==> config.mk <==
export PLATFORM = sky130hd
export DESIGN_NAME = imem_loader
export DESIGN_NICKNAME = d
export VERILOG_FILES = /design/src/rtl/imem_loader.sv
export SDC_FILE = /design/constraint.sdc
export NUM_CORES = 1
export LEC_CHECK = 0
export ABC_AREA = 1
export ABC_CLOCK_PERIOD_IN_PS = 2600
export CAP_MARGIN = 20
export CORE_ASPECT_RATIO = 0.75
export CORE_MARGIN = 1
export CORE_UTILIZATION = 40
export DETAILED_ROUTE_END_ITERATION = 10
export GPL_ROUTABILITY_DRIVEN = 0
export HOLD_SLACK_MARGIN = 0.15
export PLACE_DENSITY = 0.74
export REMOVE_ABC_BUFFERS = 1
export SYNTH_ARGS = -nofsm -noshare
export SYNTH_HDL_FRONTEND = slang
export SYNTH_SLANG_ARGS = --single-unit
==> constraint.sdc <==
create_clock -name clk -period 2.6 [get_ports clk]
set_input_delay 0.52 -clock clk [delete_from_list [all_inputs] [get_ports clk]]
set_output_delay 0.52 -clock clk [all_outputs]
set_load 0.02 [all_outputs]
==> src/rtl/imem_loader.sv <==
// imem_loader: byte-stream program loader for the instruction memory.
// Ports: clk/reset, start, byte_valid/byte_data/byte_ready stream,
//   mem_we/mem_addr/mem_wdata write port, core_hold, done, error.
module imem_loader #(
    parameter int DEPTH  = 16,
    parameter int ADDR_W = 4
) (
    input  logic              clk,
    input  logic              reset,
    input  logic              start,
    input  logic              byte_valid,
    input  logic [7:0]        byte_data,
    output logic              byte_ready,
    output logic              mem_we,
    output logic [ADDR_W-1:0] mem_addr,
    output logic [31:0]       mem_wdata,
    output logic              core_hold,
    output logic              done,
    output logic              error
);

    localparam logic [2:0] S_IDLE  = 3'd0;
    localparam logic [2:0] S_COUNT = 3'd1;
    localparam logic [2:0] S_DATA  = 3'd2;
    localparam logic [2:0] S_CHECK = 3'd3;
    localparam logic [2:0] S_DONE  = 3'd4;
    localparam logic [2:0] S_ERROR = 3'd5;

    // Wide enough for both word_idx+1 and the 8-bit count.
    localparam int CW = (ADDR_W + 1 > 9) ? ADDR_W + 1 : 9;
    localparam logic [ADDR_W:0] WIDX_ONE = 1;

    logic [2:0]        state;
    logic [7:0]        n_cnt;
    logic [ADDR_W:0]   word_idx;
    logic [1:0]        byte_idx;
    logic [7:0]        checksum;
    logic [23:0]       word_buf;

    logic              accept;
    logic              count_ok;
    logic              last_word;
    logic [CW-1:0]     word_num;

    assign accept    = byte_valid && byte_ready;
    assign count_ok  = (byte_data != 8'd0)
                    && (int'(byte_data) <= DEPTH);
    assign word_num  = CW'(word_idx) + CW'(1);
    assign last_word = (word_num == CW'(n_cnt));

    // Status outputs are pure functions of the state.
    assign byte_ready = (state == S_COUNT)
                     || (state == S_DATA)
                     || (state == S_CHECK);
    assign done       = (state == S_DONE);
    assign error      = (state == S_ERROR);
    assign core_hold  = (state != S_IDLE)
                     && (state != S_DONE);

    always_ff @(posedge clk or posedge reset) begin
        if (reset) begin
            state     <= S_IDLE;
            n_cnt     <= '0;
            word_idx  <= '0;
            byte_idx  <= '0;
            checksum  <= '0;
            word_buf  <= '0;
            mem_we    <= 1'b0;
            mem_addr  <= '0;
            mem_wdata <= '0;
        end else begin
            mem_we <= 1'b0;
            case (state)
                S_IDLE: begin
                    if (start) state <= S_COUNT;
                end
                S_COUNT: begin
                    if (accept) begin
                        if (count_ok) begin
                            n_cnt    <= byte_data;
                            word_idx <= '0;
                            byte_idx <= '0;
                            checksum <= '0;
                            state    <= S_DATA;
                        end else begin
                            state <= S_ERROR;
                        end
                    end
                end
                S_DATA: begin
                    if (accept) begin
                        checksum <= checksum ^ byte_data;
                        byte_idx <= byte_idx + 2'd1;
                        unique case (byte_idx)
                            2'd0: word_buf[7:0]   <= byte_data;
                            2'd1: word_buf[15:8]  <= byte_data;
                            2'd2: word_buf[23:16] <= byte_data;
                            2'd3: begin
                                mem_we    <= 1'b1;
                                mem_addr  <= word_idx[ADDR_W-1:0];
                                mem_wdata <= {byte_data, word_buf};
                                word_idx  <= word_idx + WIDX_ONE;
                                if (last_word) state <= S_CHECK;
                            end
                        endcase
                    end
                end
                S_CHECK: begin
                    if (accept) begin
                        if (byte_data == checksum) state <= S_DONE;
                        else                       state <= S_ERROR;
                    end
                end
                S_DONE, S_ERROR: begin
                    if (start) state <= S_COUNT;
                end
                default: state <= S_IDLE;
            endcase
        end
    end

endmodule
==> results.md, run 1 <==
- Final Setup Violations: 0
- Fin crit period: 2240 ps
- Cell variety after synth: 27
- Clock Root Buffer: clkbuf_16
- Maximum fanout along the worst path: 5
- Multi-input gate area: 1364 µm²
- Post-synth EDFFs: 0
- Worst R2R Path Depth: 13
- Sum Neg Setup Slack: 0 ps
- Syn Area/Cell: 8.865 µm²
- Worst-case vdd ir drop: 0.0003731 V
- Top cell type's share of synthesized area: 0.5792
- Startpoint Class: flop
- Slowest cell delay on critical path: 660 ps
- Die Y: around 86 µm
- Pwr/cell area: 1072 nW/µm²
- Crit-path cells: nor2_1 -> nor2_1 -> clkdlybuf4s50_1
- Leak Pwr: ~0.0023 µW
- Endpoint class of the critical path: output port
- Post-DP HPWL: 5657 µm
- Status: finished clean
- Vias in the first global route: 2,801
- Post-route cell area: about 4700 µm²
- Clock buffer depth: 2
- Overall Power: 5019 µW
- List of most frequent post-synthesis cells: 162 x nand2_1, 87 x dfrtp_1, 50 x o21ai_0, 33 x inv_1, 19 x nor2_1
- RSZ-0062 raised after global routing: false
- Hold Path Sink: mem_wdata[23]
- Antenna violations before repair: 0
- FFs w/ async S/R, synth: 1.000
- Crit path top cell by count: nor2_1
- Register bit count reported by yosys: 87
- WP data required: about 2100 ps
- First-pass GRT wire length: around 14,000 µm
- Max_slew headroom: 0.5248
- Routed Antenna Nets: 0
- Final core occ: 0.5156
- Die area: slightly below 10,000 µm²
- H-tree levels: 3
- Top_reg_cell synth: dfrtp_1
- Kind of critical path: reg -> out
- Reg2Reg Setup Slack: 760 ps
- Worst Hold Depth: 2
- CTS buffer count: 9
- Area leader, netlist: dfrtp_1
- Layout cells sized above 1: 0.06029
- Final Cycle Share: 0.8617
- # resized after CTS: 0
- Worst reg2reg path startpoint: word_idx[0]
- Pin count of the biggest net entering global routing: 55
- # clock sinks: 87
- Crit-path slowest cell: clkdlybuf4s50_1
- Number of I/O port buffers: 52
- Fmax: 0.4463 GHz
- Cells after synthesis: 424
- Setup Fix Bufs, Post-CTS: 0
- Initial Util: 0.4138
- HP Start: mem_wdata[23]
- Detailed Route WL: 8066 µm
- Worst Max-Slew Pin Slew: 711.7 ps
- Post-synthesis cell area: 3759 µm²
- Via density: 4.767
- Clock-pin slew on the worst setup and hold paths: 60 ps
- Die X: around 110 µm
- Post-route DRC: 0
- Hold buffers post-CTS: 0
- Clock Latency Late Sink: between 300 and 400 ps
- RR Endpoint: state[2]
- Max Slew Vio Count: 0
- Synth-to-Final Area Change: 24.60%
- Fin Hold WS: 468.2 ps
- Top Ports: 53
- Fill cell count: ~870
- GRT overflow: 0
- Skew final: 9.140 ps
- ANT cells: 0
- Dpl cell area: about 4400 µm²
- Synth warn: 0
- Nets@finish: 496
- TritonCTS clock tree: done
- Routed len/inst: approximately 13 µm
- DR iter-0 viols: about 210
- DR vias: between 2,000 and 3,000
- Max-cap violation count: 0
- Worst min path class: reg -> reg
- Most common cell in the netlist: nand2_1
- GRT Overall Usage: 0.1824
- Core area: 9084 µm²
- Seq/Total Area, Yosys: 0.5792
- Sequential standard cell area: 2177 µm²
- Site Rows: 30
- Final hold vios: 0
- WP data arrival: 1720 ps
- Largest cells by area after synthesis: dfrtp_1 58%, nand2_1 16%, o21ai_0 6.7%
- DR pass1 iterations: 4
-- critical path: cells and delay by family (launching register included) --
| family | cells | cell delay (ps) |
|---|---|---|
| buffers and inverters | 1 | 660 |
| flip-flops | 1 | 430 |
| AND/OR/NAND/NOR | 2 | 300 |
-- final cells by class --
cell class	count	area share
clock buffers	10	0.04889
clock inverters	3	0.009885
inverters	38	0.03072
multi-input cells	287	0.2912
flip-flops and latches	87	0.4649
well taps	128	0.03420
repair buffers	56	0.1202
-- stage by stage --
step | setup WS (ps) | cells
CTS | 356.7 | 609
global route | 265.3 | 609
floorplan | -170.2 | 412
detailed placement | 254.6 | 596
global placement | 324.0 | 596
finish | 359.6 | 609
-- how the worst max path moves through the flow --
| stage | start | end | slack (ps) |
|---|---|---|---|
| after floorplan | reset | byte_idx[0] | -170 |
| after global placement | byte_data[4] | word_idx[0] | 320 |
| after detailed placement | byte_data[2] | word_idx[0] | 250 |
| after CTS | state[1] | byte_ready | 360 |
| after global routing | state[1] | byte_ready | 270 |
| final | state[1] | byte_ready | 360 |
-- metal layers --
layer	up-vias	global-route usage	wire length, µm	share of wire
met5	-	0	0	0
met4	0	0.06139	63	0.0078
met3	7	0.04240	335	0.042
met2	64	0.2871	3726	0.46
met1	1389	0.2493	3939	0.49
li1	1443	-	-	-
-- sequential cells by signal, indices dropped and copies added, names as in the netlist --
signal and count:
mem_wdata 32, word_buf 24, checksum 8, n_cnt 8
word_idx 5, mem_addr 4, state 3, byte_idx 2
mem_we 1
-- power breakdown --
part	switching (µW)	internal, µW
clock network	499	732
logic	896	728
registers	311	1850
total	1710	3310
-- cell families after synthesis --
group	count (synthesis)	synth area share
compound gates	59	0.08289
xor+xnor	8	0.01864
fa+ha+maj	5	0.01664
buf+inv	50	0.05792
flops	87	0.5792
simple gates	215	0.2447
-- cells in the final DEF, fill, tap and decap left out, types with 2 or more instances in the layout --
cell type        synthesis  final
nand2_1                162    162
dfrtp_1                 87     87
clkdlybuf4s50_1          0     52
o21ai_0                 50     50
inv_1                   33     32
nor2_1                  19     19
nand3_1                 16     16
clkbuf_16                0      9
nand4_1                  6      6
inv_2                    5      5
xnor2_1                  5      5
ha_1                     5      5
nor3_1                   4      4
xor2_1                   3      3
a22o_1                   3      3
o21ai_1                  3      3
buf_4                    0      3
nor2_8                   2      2
No activity file was read; power rests on OpenSTA's default activity.
==> run 2: changes to the inputs <==
--- a/config.mk
+++ b/config.mk
@@ -8,7 +8,6 @@
 export ABC_AREA = 1
 export ABC_CLOCK_PERIOD_IN_PS = 2600
 export CAP_MARGIN = 20
-export CORE_ASPECT_RATIO = 0.75
 export CORE_MARGIN = 1
 export CORE_UTILIZATION = 40
 export DETAILED_ROUTE_END_ITERATION = 10
@@ -16,6 +15,7 @@
 export HOLD_SLACK_MARGIN = 0.15
 export PLACE_DENSITY = 0.74
 export REMOVE_ABC_BUFFERS = 1
+export SETUP_SLACK_MARGIN = 0.1
 export SYNTH_ARGS = -nofsm -noshare
 export SYNTH_HDL_FRONTEND = slang
 export SYNTH_SLANG_ARGS = --single-unit
==> run 2 against run 1 <==
  * Maximum frequency down 0.52%
  * Die area is essentially flat
  * Via count is 0.79% lower
  * Clock power fell by 29%
  * Critical path type unchanged
  * Critical endpoint unchanged
  * Largest power group unchanged
==> results.md, run 2 (synthesized netlist as in run 1, its figures left out) <==
- Biggest regs: mem_wdata x32, word_buf x24
- WP data required: 2080 ps
- H-tree levels: 3
- # clock sinks: 87
- Pin count of the biggest net entering global routing: 88
- Crit path top cell by count: nor2_1
- Crit path buffers/inverters: 1
- HP Start: mem_wdata[6]
- First-pass GRT wire length: between 10,000 and 15,000 µm
- Worst-case vdd ir drop: 0.0002826 V
- Site Rows: 35
- Worst reg2reg path startpoint: word_idx[0]
- GRT Overall Usage: 0.1706
- # resized after CTS: 0
- Sequential standard cell area: 2177 µm²
- TritonCTS clock tree: done
- Post-DP HPWL: 5244 µm
- DR vias: 2,880
- Final Setup Violations: 0
- Worst Setup EP: byte_ready
- ANT cells: 0
- Met3 Wirelength: 307 µm
- Vias in the first global route: around 2,800
- DR iter-0 viols: 209
- Met2 WL post-DR: approximately 3600 µm
- GRT overflow: 0
- Top Ports: 53
- Layout cells sized above 1: 0.06418
- Die X: between 90 and 100 µm
- Hold buffers post-CTS: 0
- Endpoint class of the critical path: output port
- Die Y: ~100 µm
- Crit. Startpoint: state[1]
- Top routing layer used: met4
- Pwr/cell area: about 1000 nW/µm²
- Multi-input gate area: 1364 µm²
- Die area: 9788 µm²
- Fmax: approximately 0.44 GHz
- Leak Pwr: 0.002241 µW
- Max-cap violation count: 0
- Kind of critical path: reg -> out
- Reg2Reg Setup Slack: 820 ps
- Detailed Route WL: 7495 µm
- Worst R2R Path Depth: 13
- Clock buffer depth: 2
- Instance count on the critical path: 3
- Post-route DRC: 0
- Commonest non-fill, non-tap cell in the layout: nand2_1
- CTS buffer count: 9
- Clock Root Buffer: clkbuf_8
- Via density: approximately 4.8
- Worst Max-Slew Pin Slew: 709.9 ps
- Slowest cell delay on critical path: 650 ps
- Max_slew headroom: 0.5260
- WP data arrival: 1730 ps
- Reg with most FFs: mem_wdata
- Maximum fanout along the worst path: 5
- Startpoint Class: flop
- Overall Power: ~4600 µW
- Fill cell count: 855
- Setup Fix Bufs, Post-CTS: 0
- Antenna violations before repair: 0
- Crit-path cells: nor2_1 -> nor2_1 -> clkdlybuf4s50_1
- Fin Hold WS: 472.5 ps
- Most frequent cells in the layout: 162 x nand2_1, 87 x dfrtp_1, 52 x clkdlybuf4s50_1, 50 x o21ai_0, 32 x inv_1
- Max Slew Vio Count: 0
- Routed len/inst: 12.62 µm
- DR pass1 iterations: 4
- Clock Latency Late Sink: 350 ps
- Worst min path class: reg -> reg
- Routed Antenna Nets: 0
- Status: finished clean
- Crit-path leading delay family: buffers and inverters
- Number of flip-flops in the largest register: 32
- Crit-path slowest cell: clkdlybuf4s50_1
- Synth-to-Final Area Change: 21.37%
- Final hold vios: 0
- Number of I/O port buffers: 52
- RSZ-0062 raised after global routing: false
- RR Endpoint: state[2]
- Final Cycle Share: 0.8662
- Core area: 9153 µm²
- Fin crit period: 2252 ps
- Initial Util: 0.4107
- Skew final: 11.13 ps
- Clock-pin slew on the worst setup and hold paths: 80 ps
- Met1 wire length: 3554 µm
- Nets@finish: 495
## run 2: power breakdown
group	total [µW]	leakage [µW]	internal (µW)	switching (µW)
clock	871	0.0000861	380	490
sequential	2150	0.00107	1850	302
combinational	1600	0.00108	725	878
total	4630	0.00224	2960	1670
## run 2: stage by stage
| step | setup slack [ps] | instances | util | cell area [µm²] | TNS (ps) |
|---|---|---|---|---|---|
| final | 347.9 | 594 | 0.4984 | 4562 | 0 |
| after global routing | 232.9 | 594 | 0.4984 | 4562 | 0 |
| after CTS | 325.6 | 594 | 0.4984 | 4562 | 0 |
| after detailed placement | 225.0 | 578 | 0.4785 | 4379 | 0 |
| after global placement | 303.9 | 578 | 0.4785 | 4379 | 0 |
| after floorplan | -170.2 | 412 | - | 3684 | -14810 |
## run 2: layer usage
metal | track usage | up-vias
met1 | 0.2364 | 1351
li1 | - | 1451
met2 | 0.2673 | 72
met5 | 0 | -
met3 | 0.03972 | 6
met4 | 0.05166 | 0
## run 2: worst reg2reg max path, stage by stage (launching register included)
cell     delay (ps)
dfrtp_1         470
ha_1            360
inv_1            60
nand2_1          50
nand2_1          50
nand2_1          50
nor2_1           90
nand2_1          60
nor2_1           80
nand3_1          70
nand2_1         130
nand2_1          80
nand2_1          70
nand2_1          50
## run 2: final cells by class
type	count	share of cell area
inverters	38	0.03154
repair buffers	55	0.1218
multi-input cells	287	0.2990
clock inverters	5	0.009051
flip-flops and latches	87	0.4772
well taps	111	0.03044
clock buffers	11	0.03099
## run 2: worst min path at each step
stage               endpoint  cells past startpoint
6_report        mem_wdata[6]                      2
5_1_grt         mem_wdata[6]                      2
4_1_cts         mem_wdata[6]                      2
3_5_place_dp    mem_wdata[6]                      2
3_3_place_gp   mem_wdata[23]                      2
2_1_floorplan   mem_wdata[0]                      2
==> run 3: changes to the inputs <==
--- a/config.mk
+++ b/config.mk
@@ -5,7 +5,6 @@
 export SDC_FILE = /design/constraint.sdc
 export NUM_CORES = 1
 export LEC_CHECK = 0
-export ABC_AREA = 1
 export ABC_CLOCK_PERIOD_IN_PS = 2600
 export CAP_MARGIN = 20
 export CORE_MARGIN = 1
@@ -15,7 +14,6 @@
 export HOLD_SLACK_MARGIN = 0.15
 export PLACE_DENSITY = 0.74
 export REMOVE_ABC_BUFFERS = 1
-export SETUP_SLACK_MARGIN = 0.1
 export SYNTH_ARGS = -nofsm -noshare
 export SYNTH_HDL_FRONTEND = slang
 export SYNTH_SLANG_ARGS = --single-unit
==> run 3 against run 2 <==
  * Non-clock buffer count increased by 12
  * Sequential share of layout area decreased by 1.1 points
  * Synthesized cell count decreased by 17%
  * Die area increased by 1.2%
  * Count of clock-buffer cells in the layout increased by 1
  * Setup slack got worse by 110 ps
  * Clock power decreased by 8.7%
  * Register-to-register slack got worse by 60 ps
  * Via count decreased by 7.7%
==> results.md, run 3 <==
- Worst Max-Slew Pin Slew: 638.2 ps
- HP Start: word_buf[23]
- Number of I/O port buffers: 52
- Pwr/cell area: 529.6 nW/µm²
- Commonest non-fill, non-tap cell in the layout: nand2_1
- Clock Latency Late Sink: between 300 and 400 ps
- Post-DP HPWL: 5260 µm
- Most frequent cells in the layout: 96 x nand2_1, 87 x dfrtp_1, 52 x clkdlybuf4s50_1, 40 x mux2_2, 16 x o21ai_0
- Routed len/inst: ~14 µm
- Detailed Route WL: ~7700 µm
- Pre-CTS setup slack: 167.0 ps
- Max_slew headroom: 0.5745
- Number of flip-flops in the largest register: 32
- Most common cell in the netlist: nand2_1
- Register bit count reported by yosys: 87
- Routed Antenna Nets: 0
- Crit. Startpoint: state[0]
- CTS buffer count: 9
- Fill cell count: 838
- Syn Area/Cell: 10.81 µm²
- Die Y: 99.55 µm
- Die X: 99.55 µm
- WP data required: 2080 ps
- Cell variety after synth: 39
- # clock sinks: 87
- Kind of critical path: reg -> out
- FFs w/ async S/R, synth: 1.000
- Top cell type's share of synthesized area: 0.5720
- Endpoint class of the critical path: output port
- GRT Overall Usage: 0.1708
- RSZ-0062 raised after global routing: false
- Hold buffers post-CTS: 0
- Antenna violations before repair: 0
- Worst reg2reg path startpoint: state[2]
- Max-cap violation count: 0
- First-pass GRT wire length: 12,860 µm
- Clock Root Buffer: clkbuf_8
- Area leader, netlist: dfrtp_1
- Via density: 4.915
- Site Rows: 35
- DR vias: 2,659
- WP data arrival: 1840 ps
- Final hold vios: 0
- Vias in the first global route: ~2,600
- Die area: 9909 µm²
- GRT overflow: 0
- # resized after CTS: 0
- List of most frequent post-synthesis cells: 96 x nand2_1, 87 x dfrtp_1, 40 x mux2_2, 16 x o21ai_0, 15 x nor2_1
- Setup Fix Bufs, Post-CTS: 0
- Fmax: around 0.42 GHz
- Fin Hold WS: 468.6 ps
- Worst-case vdd ir drop: 0.0003494 V
- Initial Util: 0.4119
- Leak Pwr: 0.002280 µW
- Core area: 9240 µm²
- DR iter-0 viols: 117
- Final Setup Violations: 0
- Clock buffer depth: 2
- Fin crit period: ~2400 ps
- Final Cycle Share: 0.9085
- Maximum fanout along the worst path: 11
- Status: finished clean
- TritonCTS clock tree: done
- Synth-to-Final Area Change: 22.72%
- Startpoint Class: flop
- Cells after synthesis: 352
- Post-synth EDFFs: 0
- ANT cells: 0
- Pin count of the biggest net entering global routing: 88
- Largest cells by area after synthesis: dfrtp_1 57%, mux2_2 12%, nand2_1 9.5%
- Clock-pin slew on the worst setup and hold paths: 80 ps
- Max Slew Vio Count: 0
- Setup ws final: roughly 240 ps
- Skew final: 11.16 ps
- DR pass1 iterations: 4
- Layout cells sized above 1: 0.1699
- Synth warn: 0
- Nets@finish: 427
- Seq/Total Area, Yosys: 0.5720
- Top_reg_cell synth: dfrtp_1
- H-tree levels: 3
- Top Ports: 53
- Biggest regs: mem_wdata x32, word_buf x24
- Post-synthesis cell area: 3806 µm²
- Reg with most FFs: mem_wdata
- Worst min path class: reg -> reg
- Post-route DRC: 0
==> run 3: cell count changes in the layout (fill, tap and decap cells not counted), moves of 5 or more <==
cell	previous run	this run
buf_4	2	14
o21ai_0	50	16
nand3_1	16	5
and2_1	0	5
nand2_1	162	96
nand2b_1	0	6
inv_1	32	7
xnor2_1	5	11
inv_2	5	0
mux2_2	0	40
==> run 3: report_power, final <==
part / switching (µW) / total, µW / internal, µW / leakage, µW
sequential: 47.5 / 1440 / 1390 / 0.00120
clock: 436 / 795 / 359 / 0.0000744
combinational: 121 / 238 / 116 / 0.00101
total: 605 / 2470 / 1870 / 0.00228
==> run 3: metal layers <==
layer	vias up	wire, µm	global-route usage
li1	1286	-	-
met1	1300	3527	0.2186
met2	58	3699	0.2767
met3	15	298	0.04427
met4	0	156	0.07014
met5	-	0	0
==> run 3: worst paths after layout <==
check | end | slack, ps | depth (start not counted)
setup / recovery | byte_ready | 240 | 3
hold / removal | mem_wdata[23] | 470 | 2
setup reg to reg | checksum[6] | 760 | 5
hold reg to reg | mem_wdata[23] | 470 | 2
max in group asynchronous | state[1] | 1670 | 3
min in group asynchronous | mem_wdata[28] | 570 | 3
==> run 3: final cells by class <==
cell class | count | area [µm²] | share of cell area
Clock inverter | 1 | 7.507 | 0.001607
Inverter | 8 | 31.28 | 0.006697
Sequential cell | 87 | 2177 | 0.4661
Tap cell | 129 | 161.4 | 0.03456
Timing Repair Buffer | 67 | 645.6 | 0.1382
Multi-Input combinational cell | 237 | 1503 | 0.3217
Clock buffer | 12 | 145.1 | 0.03107
==> run 3: worst max-delay path: stages (launching register included) <==
cell             delay [ps]
dfrtp_1                 540
nor2_1                  110
nor2_1                  190
clkdlybuf4s50_1         650
==> run 3: stage by stage <==
step,total power [µW],utilization,instances,cell area (µm²),TNS [ps]
finish,2474,0.5055,541,4671,0
global route,2585,0.5055,541,4671,0
CTS,2505,0.5055,541,4671,0
detailed placement,1706,0.4890,528,4518,0
global placement,1696,0.4890,528,4518,0
floorplan,1594,-,332,3710,-14830
==> run 3: kinds of logic (layout without fill, tap and decap cells) <==
family,after synthesis,after routing,synth area share
AND/OR/NAND/NOR,145,145,0.1742
flip-flops,87,87,0.5720
AO/OA/AOI/OAI,32,32,0.05096
adder cells (fa/ha/maj),5,5,0.01644
buffers and inverters,28,88,0.03320
XOR/XNOR,14,14,0.03222
multiplexers,41,41,0.1210
